**src/rtl/freq_meter.sv**
```systemverilog
// ============================================================================
// Module   : freq_meter
// Purpose  : Counts rising edges of an asynchronous sig_in over a GATE-cycle
//            window of clk_in. Define FREQ_METER_PERIOD_MEAS_EN to add
//            period measurement in clk_in cycles.
// Revision : 1.0  initial release
// ============================================================================
`default_nettype none

module freq_meter #(
    parameter int GATE  = 50000000,
    parameter int CNT_W = 32
) (
    input  logic             clk_in,
    input  logic             rst_n,
    input  logic             sig_in,
    input  logic             en,
    output logic [CNT_W-1:0] freq_count,
    output logic             freq_valid,
    output logic             freq_sat,
    output logic [CNT_W-1:0] period,
    output logic             period_valid
);

    // Window counter only has to reach GATE-1, independent of CNT_W.
    localparam int                 c_WIN_W    = (GATE > 2) ? $clog2(GATE) : 1;
    localparam logic [c_WIN_W-1:0] c_WIN_LAST = c_WIN_W'(GATE - 1);
    localparam logic [CNT_W-1:0]   c_CNT_MAX  = '1;

    localparam logic [1:0] c_ST_IDLE = 2'd0;
    localparam logic [1:0] c_ST_GATE = 2'd1;
    localparam logic [1:0] c_ST_DONE = 2'd2;

    logic               r_sync1;
    logic               r_sync2;
    logic               r_hist;
    logic               r_primed;
    logic               w_edge;
    logic [1:0]         r_state;
    logic [c_WIN_W-1:0] r_win_cnt;
    logic [CNT_W-1:0]   r_edge_cnt;
    logic [CNT_W-1:0]   w_edge_next;

    // Synchronizer stays unreset so a level held through reset is already
    // settled when reset releases; r_primed then masks the first compare.
    always_ff @(posedge clk_in) begin
        r_sync1 <= sig_in;
        r_sync2 <= r_sync1;
    end

    always_ff @(posedge clk_in) begin
        if (!rst_n) begin
            r_hist   <= 1'b0;
            r_primed <= 1'b0;
        end else begin
            r_hist   <= r_sync2;
            r_primed <= 1'b1;
        end
    end

    assign w_edge      = r_primed & r_sync2 & ~r_hist;
    assign w_edge_next = (w_edge && (r_edge_cnt != c_CNT_MAX)) ?
                         r_edge_cnt + CNT_W'(1) : r_edge_cnt;

    always_ff @(posedge clk_in) begin
        if (!rst_n) begin
            r_state    <= c_ST_IDLE;
            r_win_cnt  <= '0;
            r_edge_cnt <= '0;
            freq_count <= '0;
            freq_valid <= 1'b0;
            freq_sat   <= 1'b0;
        end else begin
            freq_valid <= 1'b0;
            case (r_state)
                c_ST_IDLE: begin
                    r_win_cnt  <= '0;
                    r_edge_cnt <= '0;
                    if (en) begin
                        r_state <= c_ST_GATE;
                    end
                end
                c_ST_GATE: begin
                    if (!en) begin
                        r_state    <= c_ST_IDLE;
                        r_win_cnt  <= '0;
                        r_edge_cnt <= '0;
                    end else begin
                        r_edge_cnt <= w_edge_next;
                        if (r_win_cnt == c_WIN_LAST) begin
                            // Result is published on entry to DONE so the
                            // valid pulse coincides with the DONE cycle.
                            r_state    <= c_ST_DONE;
                            freq_count <= w_edge_next;
                            freq_sat   <= (w_edge_next == c_CNT_MAX);
                            freq_valid <= 1'b1;
                        end else begin
                            r_win_cnt <= r_win_cnt + c_WIN_W'(1);
                        end
                    end
                end
                c_ST_DONE: begin
                    r_win_cnt  <= '0;
                    r_edge_cnt <= (en && w_edge) ? CNT_W'(1) : '0;
                    r_state    <= en ? c_ST_GATE : c_ST_IDLE;
                end
                default: begin
                    r_state    <= c_ST_IDLE;
                    r_win_cnt  <= '0;
                    r_edge_cnt <= '0;
                end
            endcase
        end
    end

`ifdef FREQ_METER_PERIOD_MEAS_EN
    logic [CNT_W-1:0] r_per_cnt;
    logic             r_seen;

    always_ff @(posedge clk_in) begin
        if (!rst_n) begin
            r_per_cnt    <= '0;
            r_seen       <= 1'b0;
            period       <= '0;
            period_valid <= 1'b0;
        end else begin
            period_valid <= 1'b0;
            if (w_edge) begin
                r_per_cnt <= CNT_W'(1);
                r_seen    <= 1'b1;
                if (r_seen) begin
                    period       <= r_per_cnt;
                    period_valid <= 1'b1;
                end
            end else if (r_per_cnt != c_CNT_MAX) begin
                r_per_cnt <= r_per_cnt + CNT_W'(1);
            end
        end
    end
`else
    assign period       = '0;
    assign period_valid = 1'b0;
`endif

endmodule

`default_nettype wire
```
**config.mk**
```make
export PLATFORM = sky130hd
export DESIGN_NAME = freq_meter
export DESIGN_NICKNAME = d
export VERILOG_FILES = /design/src/rtl/freq_meter.sv
export SDC_FILE = /design/constraint.sdc
export NUM_CORES = 1
export LEC_CHECK = 0
export CAP_MARGIN = 20
export CORE_ASPECT_RATIO = 0.6
export CORE_MARGIN = 8
export CORE_UTILIZATION = 50
export DETAILED_ROUTE_END_ITERATION = 10
export GPL_TIMING_DRIVEN = 0
export PLACE_DENSITY = 0.85
export REMOVE_ABC_BUFFERS = 1
export SLEW_MARGIN = 10
export SYNTH_ARGS = -nofsm -noshare
export SYNTH_HDL_FRONTEND = slang
export SYNTH_SLANG_ARGS = --single-unit
```
**constraint.sdc**
```tcl
create_clock -name clk_in -period 3.1 [get_ports clk_in]
set_input_delay 0.31 -clock clk_in [delete_from_list [all_inputs] [get_ports clk_in]]
set_output_delay 0.31 -clock clk_in [all_outputs]
set_load 0.05 [all_outputs]
```
==> flow_metrics.py <==
metrics = {
    "setup_path": {
        "ff2ff_path_depth": 8,
        "cp.depth": 8,
        "crit_chain": "ha_2 > nand4_4 > or4_4 > o211ai_2 > xor2_1 > nor4_2 > nand4_1 > o21ai_1",
        "path_max_fanout": 8,
        "cp-end-kind": "flip-flop",
        "worstSetupPathType": "flip-flop to flip-flop",
        "cp_num_buf_inv": 0,
        "critical-path-max-stage-delay_ns": 0.62,
        "worstPathArrival_ns": 3.28,
        "cp_data_required_time_ns": 3.38,
        "cp-start-kind": "flip-flop",
        "worst_path_max_delay_cell": "or4_4",
        "crit_family": "simple AND/OR/NAND/NOR gates",
    },
    "detailed_routing": {
        "remaining_drc_errors": 0,
        "vias": 4156,
        "drt_iter0_drc": 481,
        "wirelength_um": 12800,
        "via_per_inst": 5.80,
        "detail-route-antenna-nets": 0,
        "wl_per_cell_um": 17.8,
        "dr.pass1.iters": 5,
    },
    "cts": {
        "cts_made_buffers": 9,
        "cts-hold-fix-buffers": 0,
        "clockBufferDepth": 2,
        "cts.sinks": 98,
        "worstSkewPairLatency_ns": 0.34,
        "tritoncts": "built",
        "htree_levels": 3,
        "cts_root_buffer": "clkbuf_16",
        "path_clk_slew_ns": 0.07,
    },
    "power_and_ir_drop": {
        "p_leak_nw": 1.78,
        "powerDensity_mw_per_mm2": 460,
        "finalPower_mw": 2.57,
        "vdd_drop_max_v": 0.000269,
    },
    "timing": {
        "worst_pin_slew_ns": 1.03,
        "layout_min_cycle_time_ns": 3.00,
        "slew_headroom": 0.307,
        "max_freq_mhz": 333,
        "period_share": 0.969,
        "setup_tns_ns": 0,
        "finClkSkew_ns": 0.00722,
        "rsz0062_at_grt": "no",
        "drv_slew": 0,
        "hold_viol": 0,
        "setup_viol": 0,
        "worst_slack_ns": 0.0959,
    },
    "synthesis": {
        "synth-xor-area-share": 0.0824,
        "synth_mux_area_frac": 0.0102,
        "synth_seq_cells": 98,
        "synth_area_mm2": 0.00489,
        "avgSynthCellArea_um2": 8.89,
        "synth_warnings": 0,
        "synth_top_family_by_area": "simple AND/OR/NAND/NOR gates",
        "synth-compound-area-share": 0.119,
        "async_flop_share": 0,
        "synth-seq-area-share": 0.401,
        "synth-simple-area-share": 0.283,
        "syn_inst": 550,
        "synth_edf_count": 0,
        "ys_types": 68,
        "synth_ff_type": "dfxtp_1",
        "yosys.area_share.adder": 0.0154,
    },
    "final_layout": {
        "mostFrequentLayoutCells": "nor2_1 (100), dfxtp_1 (98), clkdlybuf4s50_1 (37)",
        "syn_to_final_growth_pct": 14.4,
        "final_common_cell": "nor2_1",
        "drive_gt1_frac": 0.0859,
        "utilization": 0.578,
        "nNetsFinal": 589,
        "diodes": 0,
        "instances_no_fill": 717,
    },
    "placement": {
        "dp_hpwl_um": 9590,
        "place_ws_ns": -0.0176,
        "numPortBuffers": 37,
        "dp.cells": 699,
        "gp_congestion": 0.984,
    },
    "hold_path": {
        "min_path_cells": 0,
        "hold_class": "flip-flop to flip-flop",
    },
    "floorplanning": {
        "core_region_area_mm2": 0.00967,
        "die_h_um": 92.6,
        "row_count": 28,
        "initial_core_util": 0.505,
        "die_area_mm2": 0.0133,
        "die_w_um": 144,
        "ioPinCount": 71,
    },
    "flow_run": {
        "maxCapViolCount": 0,
    },
    "global_routing": {
        "track_usage": 0.193,
        "grt_pass1_vias": 3878,
        "grt_pass1_wl_um": 20300,
        "antenna_found_initial": 0,
        "overflow": 0,
        "grt_max_degree": 35,
    },
    "run_status": {
        "status": "completed",
    },
}
-- metrics by stage --
step | instance area [um^2] | hold slack, ns
detailed placement | 5210 | 0.313
CTS | 5560 | 0.328
finish | 5590 | 0.328
global placement | 5160 | 0.314
floorplan | 4620 | 0.310
global route | 5590 | 0.331
-- registers in the layout, indices dropped and copies added (netlist names) --
register,flops
freq_count,32
r_edge_cnt,32
r_win_cnt,26
r_state,2
freq_sat,1
freq_valid,1
r_hist,1
r_primed,1
r_sync1,1
r_sync2,1
-- area by class of cell --
class / count / area, um^2
clock inverters: 3 / 65.1
flip-flops and latches: 98 / 1960
repair buffers: 43 / 488
fillers: 852 / 4080
multi-input cells: 417 / 2630
clock buffers: 11 / 243
well taps: 135 / 169
inverters: 10 / 37.5
-- cell families (layout without fill, tap and decap cells) --
logic type	count (synthesis)	after routing
other	1	33
AO/OA/AOI/OAI	79	79
AND/OR/NAND/NOR	248	248
multiplexers	5	5
flip-flops	98	98
XOR/XNOR	46	46
adder cells (fa/ha/maj)	6	6
buffers and inverters	67	67
-- path summary, 6_finish.rpt --
kind	start	endpoint	slack (ns)
worst min register to register	r_sync1	r_sync2	0.33
worst max register to register	r_edge_cnt[0]	freq_sat	0.1
worst max-delay path	r_edge_cnt[0]	freq_sat	0.1
worst min-delay path	r_sync1	r_sync2	0.33
-- report_power, final --
part | total [mW] | switching (mW) | leakage, nW | internal [mW]
clock network | 1.17 | 0.455 | 0.151 | 0.719
registers | 1.27 | 0.00288 | 0.791 | 1.26
logic | 0.133 | 0.117 | 0.835 | 0.0157
-- Yosys cell counts, types with 4 or more instances --
master      n  area share
buf_2       8      0.0082
nand4_1    22       0.028
xor2_1     25       0.045
buf_4      37       0.057
a21oi_1    14       0.014
and2_1      8       0.010
dfxtp_1    98        0.40
mux2i_1     5       0.010
ha_1        6       0.015
clkbuf_1    9      0.0069
and4_1      4      0.0072
o21ai_0    10       0.010
nor4_1      9       0.012
nor3_1      9      0.0092
nand2_1    20       0.015
nand3_1    26       0.027
nor2_1    100       0.077
inv_1       9      0.0069
or3_1       8       0.010
xnor2_1    21       0.038
and3_1      6      0.0077
a211oi_1   32       0.049
-- routing by layer --
layer | share of wire | GRT usage | routed length, um
met5 | 0 | 0 | 0
met4 | 0.011 | 0.0496 | 141
met3 | 0.11 | 0.0755 | 1390
met2 | 0.41 | 0.277 | 5270
met1 | 0.47 | 0.265 | 5960
-- worst register-to-register path: cells and delay by family, from the launching register on --
family	cells	cell delay, ns
xor gates and xnor gates	1	0.25
and+or+nand+nor	4	1.39
DFF	1	0.48
AOI/OAI and AO/OA	2	0.48
adders and majority gates	1	0.34
-- repair_timing --
| action | 4_1_cts | 5_1_grt |
|---|---|---|
| setup endpoints to repair | 1 | 1 |
| setup buffers | 3 | 0 |
| hold endpoints to repair | 0 | 0 |
| pin swaps | 1 | 0 |
| gates resized for setup | 0 | 2 |
Power figures use the tool's default switching activity.
